[config.mk]
export PLATFORM = sky130hd
export DESIGN_NAME = arith_unit_26_core
export DESIGN_NICKNAME = d
export VERILOG_FILES = /design/src/rtl/arith_unit_26_pkg.sv /design/src/rtl/arith_unit_26_alu.sv /design/src/rtl/arith_unit_26_core.sv
export SDC_FILE = /design/constraint.sdc
export NUM_CORES = 1
export LEC_CHECK = 0
export CORE_MARGIN = 2
export CORE_UTILIZATION = 46
export CTS_CLUSTER_DIAMETER = 100
export DETAILED_ROUTE_END_ITERATION = 16
export PLACE_DENSITY = 0.7
export SYNTH_ARGS = -nofsm -noshare
export SYNTH_HDL_FRONTEND = slang
export SYNTH_HIERARCHICAL = 1
export SYNTH_SLANG_ARGS = --single-unit
[constraint.sdc]
create_clock -name i_clk -period 1.09 [get_ports i_clk]
set_input_delay 0.2725 -clock i_clk [delete_from_list [all_inputs] [get_ports i_clk]]
set_output_delay 0.2725 -clock i_clk [all_outputs]
set_load 0.02 [all_outputs]
[src/rtl/arith_unit_26_pkg.sv]
// Shared opcode encodings and status-bit positions for the arith_unit_26 block.
package arith_unit_26_pkg;

  // Operation select; only the two low opcode bits are decoded.
  typedef enum logic [1:0] {
    OP_ADD = 2'b00,
    OP_SUB = 2'b01,
    OP_MUL = 2'b10,
    OP_ABS = 2'b11
  } op_e;

  // Bit positions inside the 4-bit status word.
  localparam int unsigned ST_Z = 0;
  localparam int unsigned ST_N = 1;
  localparam int unsigned ST_V = 2;
  localparam int unsigned ST_C = 3;

  localparam int unsigned ST_W = 4;

endpackage : arith_unit_26_pkg

[src/rtl/arith_unit_26_alu.sv]
// Combinational datapath: add/sub/mul/abs on two's complement operands plus
// Z/N/V/C flag generation. Purely combinational; registered by the top.
module arith_unit_26_alu
  import arith_unit_26_pkg::*;
#(
  parameter int WIDTH_M = 4,
  parameter int WIDTH_N = 2
) (
  input  logic signed [WIDTH_M-1:0] a_i,
  input  logic signed [WIDTH_M-1:0] b_i,
  input  logic        [WIDTH_N-1:0] op_i,
  output logic        [WIDTH_M-1:0] result_o,
  output logic        [ST_W-1:0]    status_o
);

  // One extra bit holds the exact sum/difference/magnitude; the product needs 2*WIDTH_M.
  logic signed [WIDTH_M:0]     a_x, b_x;
  logic signed [WIDTH_M:0]     sum_x, diff_x, abs_x;
  logic        [WIDTH_M:0]     usum;
  logic signed [2*WIDTH_M-1:0] a_w, b_w, prod_w;
  logic        [WIDTH_M:0]     prod_top;
  op_e                         op;

  // Operand extension and the exact-width arithmetic results.
  always_comb begin
    op     = op_e'(op_i[1:0]);
    a_x    = {a_i[WIDTH_M-1], a_i};
    b_x    = {b_i[WIDTH_M-1], b_i};
    sum_x  = a_x + b_x;
    diff_x = a_x - b_x;
    abs_x  = a_x[WIDTH_M] ? -a_x : a_x;
    usum   = {1'b0, a_i} + {1'b0, b_i};
    a_w    = {{WIDTH_M{a_i[WIDTH_M-1]}}, a_i};
    b_w    = {{WIDTH_M{b_i[WIDTH_M-1]}}, b_i};
    prod_w = a_w * b_w;
    // Product fits in WIDTH_M bits only if these upper bits are all sign copies.
    prod_top = prod_w[2*WIDTH_M-1:WIDTH_M-1];
  end

  // Result select and flag generation per opcode.
  always_comb begin
    result_o         = '0;
    status_o         = '0;
    unique case (op)
      OP_ADD: begin
        result_o       = sum_x[WIDTH_M-1:0];
        status_o[ST_V] = sum_x[WIDTH_M] ^ sum_x[WIDTH_M-1];
        status_o[ST_C] = usum[WIDTH_M];
      end
      OP_SUB: begin
        result_o       = diff_x[WIDTH_M-1:0];
        status_o[ST_V] = diff_x[WIDTH_M] ^ diff_x[WIDTH_M-1];
        status_o[ST_C] = ($unsigned(a_i) < $unsigned(b_i));
      end
      OP_MUL: begin
        result_o       = prod_w[WIDTH_M-1:0];
        status_o[ST_V] = ~((&prod_top) | (~|prod_top));
      end
      OP_ABS: begin
        // |most-negative| is representable only in WIDTH_M+1 bits, so it wraps.
        result_o       = abs_x[WIDTH_M-1:0];
        status_o[ST_V] = abs_x[WIDTH_M] ^ abs_x[WIDTH_M-1];
      end
      default: begin
        result_o = '0;
      end
    endcase
    status_o[ST_Z] = ~|result_o;
    status_o[ST_N] = result_o[WIDTH_M-1];
  end

endmodule : arith_unit_26_alu

[src/rtl/arith_unit_26_core.sv]
// Top level: one-cycle-latency arithmetic unit. The ALU is combinational;
// this level only registers result and status, with asynchronous clear.
module arith_unit_26_core
  import arith_unit_26_pkg::*;
#(
  parameter int WIDTH_M = 4,
  parameter int WIDTH_N = 2
) (
  input  logic               i_clk,
  input  logic               i_reset,
  input  logic [WIDTH_M-1:0] i_arg_A,
  input  logic [WIDTH_M-1:0] i_arg_B,
  input  logic [WIDTH_N-1:0] i_op,
  output logic [WIDTH_M-1:0] o_result,
  output logic [ST_W-1:0]    o_status
);

  logic [WIDTH_M-1:0] result_d, result_q;
  logic [ST_W-1:0]    status_d, status_q;

  arith_unit_26_alu #(
    .WIDTH_M (WIDTH_M),
    .WIDTH_N (WIDTH_N)
  ) u_alu (
    .a_i      (i_arg_A),
    .b_i      (i_arg_B),
    .op_i     (i_op),
    .result_o (result_d),
    .status_o (status_d)
  );

  // Output registers: cleared immediately when reset goes low, else load the ALU outputs.
  always_ff @(posedge i_clk or negedge i_reset) begin
    if (!i_reset) begin
      result_q <= '0;
      status_q <= '0;
    end else begin
      result_q <= result_d;
      status_q <= status_d;
    end
  end

  assign o_result = result_q;
  assign o_status = status_q;

endmodule : arith_unit_26_core

==> metrics.csv <==
metric,value,unit
dr.pass1.iters,4,
antenna_found_initial,0,
avgSynthCellArea,9.259,um^2
rsz0062_at_grt,true,
grt_use_met2,0.4448,
layout.cells.non_filler,236,
setup_viol,8,
hold_violations,0,
grt_pass1_vias,1349,
numCtsBuffers,3,
met1_usage,0.2567,
grt_pass1_wl,5823,um
async_flop_share,1.000,
route.detailed.drc,0,
drtIter0Drc,14,
clock-sinks,8,
grt_max_degree,9,
fin_area,2132,um^2
max_slew_margin,0.6902,
cts_buffer_depth,2,
drv_slew,0,
p_leak,1.029,nW
dp_hpwl,2871,um
drt_wl_total,3623,um
finish.utilization,0.7731,
sw_frac_of_total,0.4029,
clkPwrFrac,0.103,
mostFrequentLayoutCell,buf_4,
fmax,0.2637,GHz
synth-edff-count,0,
layout_common_cells,"buf_4 (31), inv_1 (17), ha_4 (12), ha_1 (11)",
port_buffers,19,
grt_overflow,0,
cap_violations,0,
syn_inst,145,
initial_core_util,0.4868,
intPower,0.001180,W
num_io_pins,20,
dpl.cell_count,226,
n_antenna_cell,0,
ys.warnings.count,6,
die_y,58.03,um
cts-root-buf,clkbuf_4,
globalRouteTotalUtil,0.2227,
switching_power,0.0007964,W
violations,setup timing,
wl_per_cell,15.35,um
endpoint_kind,flop,
gp_congestion,0.8348,
core,2758,um^2
pwr-share-comb,0.711,
syn_to_final_growth,58.81,%
netlist_area,1343,um^2
hp-class,input port to asynchronous set/reset pin,
dpl_cell_area,1962,um^2
ir_drop,0.7947,mV
min_period,3.792,ns
synth_seq_cells,8,
synth_top_flop_cell,dfrtp_1,
nFillCells,173,
rows,19,
status,"complete, but fails checks",
cp_data_arrival_time,3.90,ns
layout-drive-gt1-share,0.4780,
vias,1228,
crit_required,1.20,ns
cts_tree,yes,
dieWidth,58.03,um
synth-seq-area-share,0.1491,
grt.met3_usage,0.01116,
hold_buffers,0,
seqPwrFrac,0.186,
grt.busiest_layer,met2,
path_class,input port to flop,
critical_path.max_fanout,2,
period_share,3.479,
clk_pin_slew,0.05,ns
fin_ws,-2.702,ns
ctsHtreeMaxLevel,1,
worst_slew_pin_slew,0.4605,ns
worstSetupStartpointType,input port,
dieArea,3367,um^2
drtAntennaViolNets,0,
avgViaCountPerCell,5.203,
syn_nets,191,
p_per_area,927.1,nW/um^2
yosysUniqueCellTypes,35,
nets,253,
## flip-flops by register name, indices dropped and copies added, names as in the netlist
register / cells
o_status: 4
o_result: 4
## worst max-delay path, stage by stage
cell      delay [ns]
buf_6           0.10
buf_8           0.13
inv_16          0.05
nand2_4         0.04
fa_1            0.54
inv_2           0.05
fa_1            0.48
fa_1            0.56
ha_4            0.15
inv_2           0.03
fa_2            0.35
nand2b_4        0.15
a21oi_2         0.12
xnor3_1         0.26
o2111a_1        0.13
or4b_1          0.49
## routing by layer
layer / vias up / share of wire / wire [um]
met5: - / 0 / 0
met3: 6 / 0.030 / 108
met2: 29 / 0.55 / 2006
met4: 0 / 0.022 / 80
met1: 594 / 0.39 / 1428
li1: 599 / - / -
## timing repair
item / CTS / global route
gates resized for setup: 77 / 16
gates cloned: 0 / 0
buffers inserted: 3 / 5
hold endpoints to repair: 0 / 0
pin swaps: 12 / 14
setup endpoints to repair: 16 / 8
## metrics by stage
step | hold WS [ns] | setup TNS (ns) | power [W] | setup slack, ns
2_1_floorplan | -0.02309 | -8.717 | 0.001206 | -2.525
3_3_place_gp | 0.5518 | -15.35 | 0.001611 | -3.263
3_5_place_dp | 0.5608 | -15.88 | 0.001664 | -3.405
4_1_cts | 0.3041 | -9.519 | 0.001910 | -2.656
5_1_grt | 0.3321 | -10.73 | 0.002124 | -2.777
6_report | 0.2973 | -10.32 | 0.001977 | -2.702
## synth_stat cells (2+ instances only)
cell / n / area, um^2
nand2_1: 8 / 30.03
a21o_1: 2 / 15.01
nor3b_1: 3 / 22.52
o21ai_0: 2 / 10.01
nor2b_1: 3 / 18.77
buf_2: 2 / 10.01
fa_1: 11 / 220.2
inv_1: 25 / 93.84
dfrtp_1: 8 / 200.2
nor4_1: 2 / 12.51
xnor2_1: 6 / 52.55
nand3b_1: 2 / 15.01
nor2_1: 12 / 45.04
mux4_2: 2 / 45.04
and2_1: 4 / 25.02
xnor3_1: 2 / 45.04
xor2_1: 3 / 26.28
a21oi_1: 9 / 45.04
ha_1: 23 / 287.8
## layout make-up
cell class              count  area, um^2  share of cell area
clock buffers               3       22.52             0.01056
inverters                  27       121.4             0.05692
multi-input cells         107        1264              0.5927
flip-flops and latches      8       200.2             0.09390
well taps                  31       38.79             0.01819
repair buffers             60       485.5              0.2277
## logic make-up (layout without fill, tap and decap cells)
| family | after synthesis | count (layout) | synth area share |
|---|---|---|---|
| XOR/XNOR | 11 | 11 | 0.09227 |
| multiplexers | 3 | 3 | 0.04100 |
| AO/OA/AOI/OAI | 20 | 20 | 0.09600 |
| flip-flops | 8 | 8 | 0.1491 |
| buffers and inverters | 30 | 90 | 0.08946 |
| adder cells (fa/ha/maj) | 34 | 34 | 0.3784 |
| AND/OR/NAND/NOR | 39 | 39 | 0.1538 |
## worst max path at each step
stage,slack (ns),end,startpoint,cells past startpoint
2_1_floorplan,-2.53,o_status[2]$_DFF_PN0_,i_arg_B[1],13
3_3_place_gp,-3.26,o_status[2]$_DFF_PN0_,i_arg_A[2],14
3_5_place_dp,-3.41,o_status[2]$_DFF_PN0_,i_arg_A[2],14
4_1_cts,-2.66,o_status[2]$_DFF_PN0_,i_arg_A[0],16
5_1_grt,-2.78,o_status[2]$_DFF_PN0_,i_arg_A[0],16
6_report,-2.70,o_status[2]$_DFF_PN0_,i_arg_A[0],16
## power groups by stage
stage | clock network [W] | logic [W] | registers (W)
detailed placement | 0 | 0.00129 | 0.000376
finish | 0.000204 | 0.00141 | 0.000367
floorplan | 0 | 0.000754 | 0.000453
global placement | 0 | 0.00124 | 0.000375
CTS | 0.000211 | 0.00133 | 0.000369
global route | 0.000222 | 0.00153 | 0.000370
Power figures use the tool's default switching activity.
